$ cat config.mk
export PLATFORM = sky130hd
export DESIGN_NAME = pipe_adder_nbit
export DESIGN_NICKNAME = d
export VERILOG_FILES = /design/src/rtl/pipe_adder_nbit.sv
export SDC_FILE = /design/constraint.sdc
export NUM_CORES = 1
export LEC_CHECK = 0
export ABC_CLOCK_PERIOD_IN_PS = 4200
export CAP_MARGIN = 20
export CORE_AREA = 3 3 143 201
export CTS_CLUSTER_SIZE = 14
export DETAILED_ROUTE_END_ITERATION = 10
export DIE_AREA = 0 0 146 204
export SKIP_LAST_GASP = 1
export SLEW_MARGIN = 10
export SYNTH_ARGS = -nofsm -noshare
export SYNTH_HDL_FRONTEND = slang
export SYNTH_SLANG_ARGS = --single-unit
export TNS_END_PERCENT = 100
$ cat constraint.sdc
create_clock -name clk -period 4.2 [get_ports clk]
set_clock_uncertainty 0.1 [all_clocks]
set_input_delay 0.84 -clock clk [delete_from_list [all_inputs] [get_ports clk]]
set_output_delay 0.84 -clock clk [all_outputs]
set_load 0.01 [all_outputs]
$ cat src/rtl/pipe_adder_nbit.sv
// pipe_adder_nbit: STAGES-deep chunked ripple adder with valid/ready flow control.
// Define PIPE_ADDER_SUB_EN to add a sub port selecting a + ~b + 1.
module pipe_adder_nbit #(
  parameter int N      = 32,
  parameter int STAGES = 4
) (
  input  logic         clk,
  input  logic         rst_n,
  input  logic [N-1:0] a,
  input  logic [N-1:0] b,
  input  logic         cin,
`ifdef PIPE_ADDER_SUB_EN
  input  logic         sub,
`endif
  input  logic         in_valid,
  output logic         in_ready,
  output logic [N-1:0] S,
  output logic         c,
  output logic         ovf,
  output logic         out_valid,
  input  logic         out_ready
);
  localparam int W = N / STAGES;
  localparam int L = STAGES - 1;
  logic [N-1:0] ar [STAGES];
  logic [N-1:0] br [STAGES];
  logic [N-1:0] sr [STAGES];
  logic         cr [STAGES];
  logic         v  [STAGES];
  logic [N-1:0] ia [STAGES];
  logic [N-1:0] ib [STAGES];
  logic [N-1:0] is [STAGES];
  logic [N-1:0] ns [STAGES];
  logic         ic [STAGES];
  logic         iv [STAGES];
  logic         nc [STAGES];
  logic [W:0]   t;
  logic [N-1:0] b0;
  logic         c0;
  logic         nov;
  logic         adv;
`ifdef PIPE_ADDER_SUB_EN
  assign b0 = sub ? ~b : b;
  assign c0 = sub ? 1'b1 : cin;
`else
  assign b0 = b;
  assign c0 = cin;
`endif
  assign adv       = !v[L] || out_ready;
  assign in_ready  = adv;
  assign out_valid = v[L];
  assign S         = sr[L];
  assign c         = cr[L];
  // Each stage sees the previous stage's registers; stage 0 sees the ports.
  always_comb begin
    t     = '0;
    ia[0] = a;
    ib[0] = b0;
    is[0] = '0;
    ic[0] = c0;
    iv[0] = in_valid;
    for (int k = 1; k < STAGES; k++) begin
      ia[k] = ar[k-1];
      ib[k] = br[k-1];
      is[k] = sr[k-1];
      ic[k] = cr[k-1];
      iv[k] = v[k-1];
    end
    for (int k = 0; k < STAGES; k++) begin
      t = {1'b0, ia[k][k*W +: W]} + {1'b0, ib[k][k*W +: W]} + {{W{1'b0}}, ic[k]};
      ns[k] = is[k];
      ns[k][k*W +: W] = t[W-1:0];
      nc[k] = t[W];
    end
    nov = (ia[L][N-1] == ib[L][N-1]) && (ns[L][N-1] != ia[L][N-1]);
  end
  // Data registers load only with a valid token so bubbles cause no toggling.
  always_ff @(posedge clk or negedge rst_n) begin
    if (!rst_n) begin
      for (int k = 0; k < STAGES; k++) begin
        v[k]  <= 1'b0;
        cr[k] <= 1'b0;
        ar[k] <= '0;
        br[k] <= '0;
        sr[k] <= '0;
      end
      ovf <= 1'b0;
    end else if (adv) begin
      for (int k = 0; k < STAGES; k++) begin
        v[k] <= iv[k];
        if (iv[k]) begin
          ar[k] <= ia[k];
          br[k] <= ib[k];
          sr[k] <= ns[k];
          cr[k] <= nc[k];
        end
      end
      if (iv[L]) ovf <= nov;
    end
  end
endmodule
==> impl_metrics.toml, run 1 <==
[outcome]
run_status = "finished clean"

[sta]
grt_setup_unrepaired = "no"
final_period_minus_worst_setup_slack_ns = 3.01
period_share_pct = 71.8
timing.final.hold_violations = 0
finalSetupTns_ns = 0
slew_limit_fails = 0
fmax_ghz = 0.332
tightest_slew_ns = 0.944
hold-worst-slack_ns = 0.372
final-setup-viol-count = 0
slew_headroom_pct = 36.8

[die]
boundary_pin_count = 105
floorplan.initialDensity_pct = 30.1
die_w_um = 146
rows = 71
placeableCoreArea_um2 = 26900
dieArea_um2 = 29800
dieHeight_um = 204

[power]
ir_worst_vdd_mv = 0.263
finalPower_mw = 7.67
power.density_nw_per_um2 = 757
static-leakage-power_nw = 4.32

[clock_network]
worst_skew_pair.late_latency_ns = 0.43
cts-buffers-inserted = 17
cts-resized-gates = 0
clock_slew_seen_by_the_registers_of_the_worst_setup_and_hold_paths_ns = 0.07
post-cts-setup-buffers = 0
clock-root-buffer = "clkbuf_16"
cts_tree = "built"
postCtsHoldBufs = 0
htree_levels = 4
clock_tree.buffer_depth = 2
cts_sink_cnt = 185

[logic_synthesis]
synthesis.nets = 692
netlist-cell-type-count = 35
post_synth_inst_count = 587
yosysWarningCount = 0
synth.ff_latch_count = 185
yosys.area.top_type = "dfrtp_1"
yosysTopAreaCellShare_pct = 57.2
synth.area.top_cells = "dfrtp_1, mux2_2, mux2_1, ha_1, xor2_1"
netlist_area_um2 = 8090
syn-mean-instance-area_um2 = 13.8
seq_area_frac_synth_pct = 57.2

[critical_path]
timing.critical_path.required_ns = 3.26
critical_path.max_stage_delay_ns = 0.56
path_cells = "clkdlybuf4s50_1 -> nand2b_4 -> clkdlybuf4s50_1"
cp.arrival_ns = 2.07
critical_path.most_common_cell = "clkdlybuf4s50_1"
regToRegSetupSlack_ns = 1.80
crit_fanout = 12
cp_top_family = "buffers and inverters"
total_buffers_and_inverters_traversed_by_the_critical_path = 2
cp_slowest_cell = "clkdlybuf4s50_1"
critical_path.startpoint_type = "input port"
end_kind = "output pin"
crit_type = "input port to output pin"

[cells_and_area]
final_layout_size_suffix_gt1_share_pct = 19.0
layout.cells.most_common_list = "dfrtp_1, clkdlybuf4s50_1, mux2_2, mux2_1, nand2_1"
n_antenna_cell = 0
nFillCells = 2624
layout_commonest_cell = "dfrtp_1"
regArea_um2 = 4630
area.growth.synth_to_final_pct = 25.2
final_design_area_no_fill_um2 = 10100
final_cell_count_without_fillers = 1070
final_net_count = 798
multi_input_area_um2 = 3260

[place]
gp_routability_congestion = 0.770
detailed_place_hpwl_um = 10700
place_area_um2 = 9510
number_of_buffers_inserted_by_port_buffering = 104
place_inst = 1039

[routing]
drcViolationCount = 0
drt_iter0_drc = 87
totalWireLength_um = 15300
postRouteAntennaNets = 0
vias = 4714
wl_per_cell_um = 14.3
viasPerCell = 4.41
drt_first_pass_iters = 4

[global_routing]
overflow = 0
gr-usage-all-layers_pct = 11.0
antenna_found_initial = 0
wire_length_of_the_first_global_routing_pass_um = 25800
maximum_number_of_pins_on_one_net_before_global_route_repair = 106
grt_pass1_vias = 5044

[job]
maxCapViolCount = 0

[min_path]
hold_path_class = "flip-flop to flip-flop"
[cells by family after synthesis]
family | share of synthesized area, %
mux | 21.0
xor+xnor | 2.49
compound gates | 6.40
fa+ha+maj | 6.31
simple gates | 3.96
buf+inv | 2.61
flops | 57.2
[metal layers]
metal | vias to the layer above | global-route usage [%] | wire length, µm
met5 | - | 0 | 0
met4 | 0 | 4.24 | 260
met3 | 16 | 2.88 | 535
met2 | 65 | 20.0 | 8350
met1 | 2355 | 12.2 | 6140
li1 | 2278 | - | -
[metrics by stage]
step	setup WS, ns	util (%)
CTS	1.17	37.6
detailed placement	0.966	35.3
floorplan	1.60	-
finish	1.19	37.6
global placement	0.994	35.3
global route	1.13	37.6
[worst register-to-register path, stage by stage (launching register included)]
cell and delay (ns):
dfrtp_1 0.40, fa_1 0.49, fa_1 0.44, a21oi_1 0.21, o211ai_1 0.12, a21oi_1 0.25, xor2_1 0.20, o21ai_1 0.08
[final cells by class]
type	count	share of cell area [%]
clock buffers	18	4.24
inverters	12	0.445
clock inverters	13	1.93
multi-input cells	367	32.2
flip-flops and latches	185	45.7
repair buffers	110	11.0
well taps	365	4.51
[cells in the mapped netlist, drive strengths merged]
| cell type | number |
|---|---|
| nand2 | 38 |
| o21a | 1 |
| o31ai | 6 |
| nor2 | 10 |
| ha | 28 |
| and2 | 1 |
| o2111ai | 1 |
| nand2b | 8 |
| o21ai | 36 |
| dfrtp | 185 |
| nor3 | 11 |
| nand3 | 2 |
| a31oi | 4 |
| xnor2 | 3 |
| a211oi | 5 |
| fa | 8 |
| o21bai | 4 |
| a41o | 1 |
| mux2 | 151 |
| a21o | 4 |
| o211ai | 3 |
| xor2 | 20 |
| buf | 23 |
| a21oi | 21 |
| nor2b | 1 |
| inv | 12 |
[power breakdown]
| group | internal (mW) | switching [mW] | leakage (nW) |
|---|---|---|---|
| Sequential | 2.58 | 0.439 | 2.21 |
| Combinational | 1.58 | 1.37 | 1.82 |
| Clock | 1.00 | 0.696 | 0.294 |
[sequential cells by signal (all words and copies together) (netlist names)]
name / cells
br: 48
S: 32
out_valid: 1
cr: 3
iv: 3
c: 1
is: 48
ovf: 1
ar: 48
[worst paths after layout]
kind | startpoint | end | depth (start not counted)
min reg2reg | is[19] | is[19] | 2
max reg2reg | ar[80] | is[22] | 7
min | is[19] | is[19] | 2
min in group asynchronous | rst_n | ar[115] | 1
max in group asynchronous | rst_n | is[17] | 2
max | out_ready | in_ready | 3
(Power assumes the default switching activity.)
==> run 2, diff against run 1 <==
ABC_CLOCK_PERIOD_IN_PS = 2400   (was 4200)
clock period = 2.4 ns   (was 4.2 ns; I/O delays follow)
==> run 2 against run 1 <==
Cell count grew 1.4%. First-iteration DRC count grew 67%. Hold slack got worse by 0.0017 ns. Non-clock buffer count grew 14. Design area increased by 1.3%. Count of clock-buffer cells in the layout grew 1. Combinational power rose by 81%. Setup slack worse by 1.1 ns. Flip-flop and latch count unchanged. Power grew 74%.
==> impl_metrics.toml, run 2 (synthesized netlist as in run 1, its figures left out) <==
[routing]
drt_first_pass_iters = 4
drcViolationCount = 0
drt_iter0_drc = 145
wl_per_cell_um = 14.3
totalWireLength_um = 15500
viasPerCell = 4.46
vias = 4842
postRouteAntennaNets = 0

[clock_network]
clock_slew_seen_by_the_registers_of_the_worst_setup_and_hold_paths_ns = 0.08
worst_skew_pair.late_latency_ns = 0.44
cts-buffers-inserted = 17
cts_tree = "built"
clock_tree.buffer_depth = 2
htree_levels = 4
cts_sink_cnt = 185
clock-root-buffer = "clkbuf_16"

[sta]
final_period_minus_worst_setup_slack_ns = 2.29
tightest_slew_ns = 0.385
slew_headroom_pct = 74.3
slew_limit_fails = 0
period_share_pct = 95.6
grt_setup_unrepaired = "no"
fmax_ghz = 0.436
timing.final.hold_violations = 0
worst_slack_ns = 0.106
final-setup-viol-count = 0

[outcome]
run_status = "finished clean"

[power]
power.sequential.fraction_pct = 39.6
power.switching_mw = 4.55
cell_internal_pwr_mw = 8.83
ir_worst_vdd_mv = 0.696
power.clock.fraction_pct = 20.4
power.density_nw_per_um2 = 1300
power.share.combinational_pct = 40.0
sw_frac_of_total_pct = 34.0
static-leakage-power_nw = 4.39

[global_routing]
grt_pass1_vias = 5131
gr-usage-all-layers_pct = 11.2
antenna_found_initial = 0
maximum_number_of_pins_on_one_net_before_global_route_repair = 68
overflow = 0
wire_length_of_the_first_global_routing_pass_um = 26200

[critical_path]
crit_type = "input port to flip-flop"
timing.critical_path.required_ns = 2.61
end_kind = "flip-flop"
reg2regPathDepth = 7
crit_fanout = 2
critical_path.startpoint_type = "input port"
cp.arrival_ns = 2.51
regToRegSetupSlack_ns = 0.13
r2r-start = "ar[104]"
worstReg2RegEnd = "is[46]"

[min_path]
hold_path_class = "flip-flop to flip-flop"
timing.hold.worst_path_depth = 1
min_to = "br[63]"
hold_path_startpoint = "br[95]"

[cells_and_area]
layout_commonest_cell = "dfrtp_1"
n_antenna_cell = 0
final_net_count = 812
layout.cells.most_common_list = "dfrtp_1, clkdlybuf4s50_1, mux2_2, mux2_1, nand2_1"
multi_input_area_um2 = 3290
final_layout_size_suffix_gt1_share_pct = 21.5
area.growth.synth_to_final_pct = 26.8
regArea_um2 = 4630
nFillCells = 2585
final_util_pct = 38.1

[die]
die_w_um = 146
dieHeight_um = 204
placeableCoreArea_um2 = 26900
rows = 71
floorplan.initialDensity_pct = 30.1
dieArea_um2 = 29800
boundary_pin_count = 105

[place]
number_of_buffers_inserted_by_port_buffering = 104
gp_routability_congestion = 0.768
detailed_place_hpwl_um = 11000
detailedPlace.worstSlack_ns = -0.382

[job]
maxCapViolCount = 0
## run 2: cell count changes in the layout (fill, tap and decap cells not counted), moves of 4 or more
cell / before / now
a21oi_1: 21 / 15
a21oi_2: 0 / 6
buf_12: 2 / 6
buf_4: 4 / 13
bufinv_16: 4 / 0
inv_8: 0 / 4
## run 2: power groups by stage
| stage | registers [mW] | logic, mW | clock network [mW] |
|---|---|---|---|
| detailed placement | 5.40 | 5.40 | 0 |
| global route | 5.49 | 6.05 | 2.97 |
| finish | 5.30 | 5.34 | 2.73 |
| CTS | 5.34 | 5.43 | 2.84 |
| floorplan | 5.23 | 3.70 | 0 |
| global placement | 5.36 | 5.28 | 0 |
## run 2: stage by stage
step / TNS, ns / total power, mW / hold slack [ns] / std cells / instance area (µm²)
6_report: 0 / 13.4 / 0.371 / 1085 / 10300
5_1_grt: 0 / 14.5 / 0.390 / 1085 / 10300
4_1_cts: 0 / 13.6 / 0.379 / 1085 / 10200
3_5_place_dp: -1.41 / 10.8 / 0.344 / 1052 / 9650
3_3_place_gp: -1.34 / 10.6 / 0.346 / 1052 / 9650
2_1_floorplan: 0 / 8.93 / 0.0844 / 587 / 8090
## run 2: final cells by class
type / count / share of cell area [%]
Clock inverter: 13 / 1.26
Multi-Input combinational cell: 367 / 32.0
Tap cell: 365 / 4.45
Timing Repair Buffer: 124 / 12.4
Inverter: 12 / 0.439
Sequential cell: 185 / 45.1
Clock buffer: 19 / 4.32
## run 2: per-layer routing
metal  vias up  wire (µm)  global-route usage, %
li1       2324          -                      -
met5         -          0                      0
met3         9        506                   3.04
met1      2439       6350                   12.4
met2        70       8420                   20.4
met4         0        199                   4.03
## run 2: worst max-delay path by stage
stage | startpoint | to | slack (ns) | cells past startpoint
6_report | a[0] | is[70] | 0.11 | 8
5_1_grt | a[0] | is[71] | 0.01 | 8
4_1_cts | ar[80] | is[22] | 0.03 | 7
3_5_place_dp | a[0] | is[70] | -0.38 | 8
3_3_place_gp | a[0] | is[70] | -0.37 | 8
2_1_floorplan | a[0] | is[70] | 0.16 | 7
## run 2: worst max-delay path, stage by stage
cell	delay (ns)
clkdlybuf4s50_1	0.43
fa_1	0.47
fa_1	0.42
a21oi_2	0.17
o211ai_1	0.13
a21oi_2	0.18
xor2_1	0.15
o21ai_0	0.09
## run 2: timing repair
action / 4_1_cts / 5_1_grt
hold buffers: 1 / 0
buffers inserted: 0 / 0
resized for setup: 1 / 6
endpoints found under the setup margin: 1 / 6
cloned: 0 / 0
hold endpoints to repair: 41 / 0
==> run 3, diff against run 2 <==
ABC_AREA = 1   (was not set)
CORE_AREA = 2 2 145 204   (was 3 3 143 201)
DIE_AREA = 0 0 147 206   (was 0 0 146 204)
==> run 3 against run 2 <==
Flip-flop and latch count is the same. Count of clock-buffer cells in the layout unchanged. Combinational power fell by 11%. Sequential share of layout area fell by 1.3 points. Hold slack gained 0.0031 ns.
==> impl_metrics.toml, run 3 <==
[cells_and_area]
multi_input_area_um2 = 3230
layout.cells.most_common_list = "nand2_1, dfrtp_1, clkdlybuf4s50_1, inv_1, o21ai_0"
n_antenna_cell = 0
regArea_um2 = 4630
layout_commonest_cell = "nand2_1"
nFillCells = 2972
area.growth.synth_to_final_pct = 25.1
final_layout_size_suffix_gt1_share_pct = 6.15
final_net_count = 1197

[clock_network]
cts-buffers-inserted = 17
cts_tree = "built"
worst_skew_pair.late_latency_ns = 0.44
htree_levels = 4
clock_slew_seen_by_the_registers_of_the_worst_setup_and_hold_paths_ns = 0.06
post-cts-setup-buffers = 0
cts_sink_cnt = 185
clock_tree.buffer_depth = 2
clock-root-buffer = "clkbuf_16"

[logic_synthesis]
primary_flip_flop_cell_chosen_by_synthesis_mapping = "dfrtp_1"
yosys.area.top_type = "dfrtp_1"
synthesis.nets = 1092
synthTopCellsByCount = "nand2_1, dfrtp_1, inv_1, o21ai_0, nand3_1"
synth_most_common_cell = "nand2_1"
netlist-cell-type-count = 29
synth.area.top_cells = "dfrtp_1, nand2_1, ha_1, inv_1, o21ai_0"
seq_area_frac_synth_pct = 54.8
synth_async_sr_flop_share_pct = 100
yosysTopAreaCellShare_pct = 54.8
post_synth_inst_count = 987
syn-mean-instance-area_um2 = 8.55
synth.ff_latch_count = 185
synth-edff-count = 0
netlist_area_um2 = 8440
yosysWarningCount = 0

[place]
detailedPlace.worstSlack_ns = -0.00854
gp_routability_congestion = 0.779
number_of_buffers_inserted_by_port_buffering = 104
detailed_place_hpwl_um = 13100

[routing]
viasPerCell = 4.18
postRouteAntennaNets = 0
totalWireLength_um = 18000
drt_iter0_drc = 356
drt_first_pass_iters = 4
vias = 6213
drcViolationCount = 0
wl_per_cell_um = 12.1

[critical_path]
cp_top_family = "buffers and inverters"
end_kind = "output pin"
cp_slowest_cell = "clkdlybuf4s50_1"
total_buffers_and_inverters_traversed_by_the_critical_path = 3
critical_path_depth = 4
critical_path.most_common_cell = "clkdlybuf4s50_1"
crit_type = "input port to output pin"
critical_path.max_stage_delay_ns = 0.56
critical_path.startpoint_type = "input port"
r2r-start = "ar[80]"
worstReg2RegEnd = "is[22]"
path_cells = "clkdlybuf4s50_1 -> nor2_8 -> inv_1 -> clkdlybuf4s50_1"
cp.arrival_ns = 1.71
crit_fanout = 2
regToRegSetupSlack_ns = 0.47
setup.worst_path.end = "in_ready"
setup.worst_path.start = "out_ready"
timing.critical_path.required_ns = 1.82
reg2regPathDepth = 7

[min_path]
hold_path_class = "flip-flop to flip-flop"

[sta]
fmax_ghz = 0.437
grt_setup_unrepaired = "no"
tightest_slew_ns = 0.478
slew_headroom_pct = 68.1
slew_limit_fails = 0
final_period_minus_worst_setup_slack_ns = 2.29
worst_slack_ns = 0.113
period_share_pct = 95.3
timing.final.hold_violations = 0
final-setup-viol-count = 0

[global_routing]
maximum_number_of_pins_on_one_net_before_global_route_repair = 73
wire_length_of_the_first_global_routing_pass_um = 30400
overflow = 0
antenna_found_initial = 0
grt_pass1_vias = 6352
gr-usage-all-layers_pct = 12.7

[die]
floorplan.initialDensity_pct = 29.4
dieHeight_um = 206
boundary_pin_count = 105
placeableCoreArea_um2 = 28700
die_w_um = 147
dieArea_um2 = 30300
rows = 74

[job]
maxCapViolCount = 0

[power]
ir_worst_vdd_mv = 0.549
power.density_nw_per_um2 = 1190
static-leakage-power_nw = 5.40
finalPower_mw = 12.6

[outcome]
run_status = "finished clean"
==> run 3: changes by cell type after synthesis, sizes merged, moves of 6 or more <==
cell / delta
mux2: -151
buf: +10
nand2: +424
inv: +82
o31ai: -6
o21ai: +41
xor2: -17
nor2: +14
nand2b: -8
nand3: +35
nor3: -10
==> run 3: kinds of logic after synthesis <==
group | share of synthesized area (%)
AND/OR/NAND/NOR | 25.4
flip-flops | 54.8
buffers and inverters | 6.89
AO/OA/AOI/OAI | 6.02
adder cells (fa/ha/maj) | 6.05
XOR/XNOR | 0.830
==> run 3: layer usage <==
| metal | track usage, % | vias to the layer above | wire length (µm) |
|---|---|---|---|
| li1 | - | 3262 | - |
| met1 | 14.9 | 2863 | 8040 |
| met2 | 22.8 | 70 | 9180 |
| met3 | 2.38 | 18 | 427 |
| met4 | 5.01 | 0 | 358 |
| met5 | 0 | - | 0 |
==> run 3: worst min-delay path by stage <==
stage / startpoint / end / cells after the start
after floorplan: rst_n / S[0] / 0
after global placement: ar[112] / ar[112] / 2
after detailed placement: ar[116] / ar[116] / 2
after CTS: ar[116] / ar[116] / 2
after global routing: is[65] / is[65] / 2
final: S[3] / S[3] / 2
==> run 3: cell type report <==
| class | instances | area share [%] |
|---|---|---|
| timing repair buffer | 121 | 12.1 |
| tap | 380 | 4.50 |
| sequential | 185 | 43.9 |
| inverter | 94 | 3.39 |
| clock buffer | 19 | 4.20 |
| clock inverter | 13 | 1.38 |
| multi-input combinational | 673 | 30.6 |
==> run 3: power by group <==
part           switching, mW  internal (mW)  total, mW
logic                   2.71           2.02       4.73
registers              0.712           4.36       5.07
clock network           1.23           1.57       2.80
==> run 3: tightest hold or removal path: stages, from the launching register on <==
cell	delay, ns
dfrtp_1	0.35
nand2_1	0.05
nand2_1	0.05
==> run 3: what timing repair did <==
item	CTS	global route
gates resized for setup	0	0
hold buffers	1	0
hold endpoints to repair	53	0
endpoints found under the setup margin	0	0
==> run 3: metrics by stage <==
stage               hold WS [ns]  instances  util [%]  instance area, µm²  setup TNS [ns]
finish                     0.374       1485      36.8               10600               0
global route               0.394       1485      36.8               10600               0
CTS                        0.376       1485      36.8               10600               0
detailed placement         0.360       1452      34.7                9960         -0.0116
global placement           0.354       1452      34.7                9960      -0.0000204
floorplan                 0.0844        987         -                8440               0
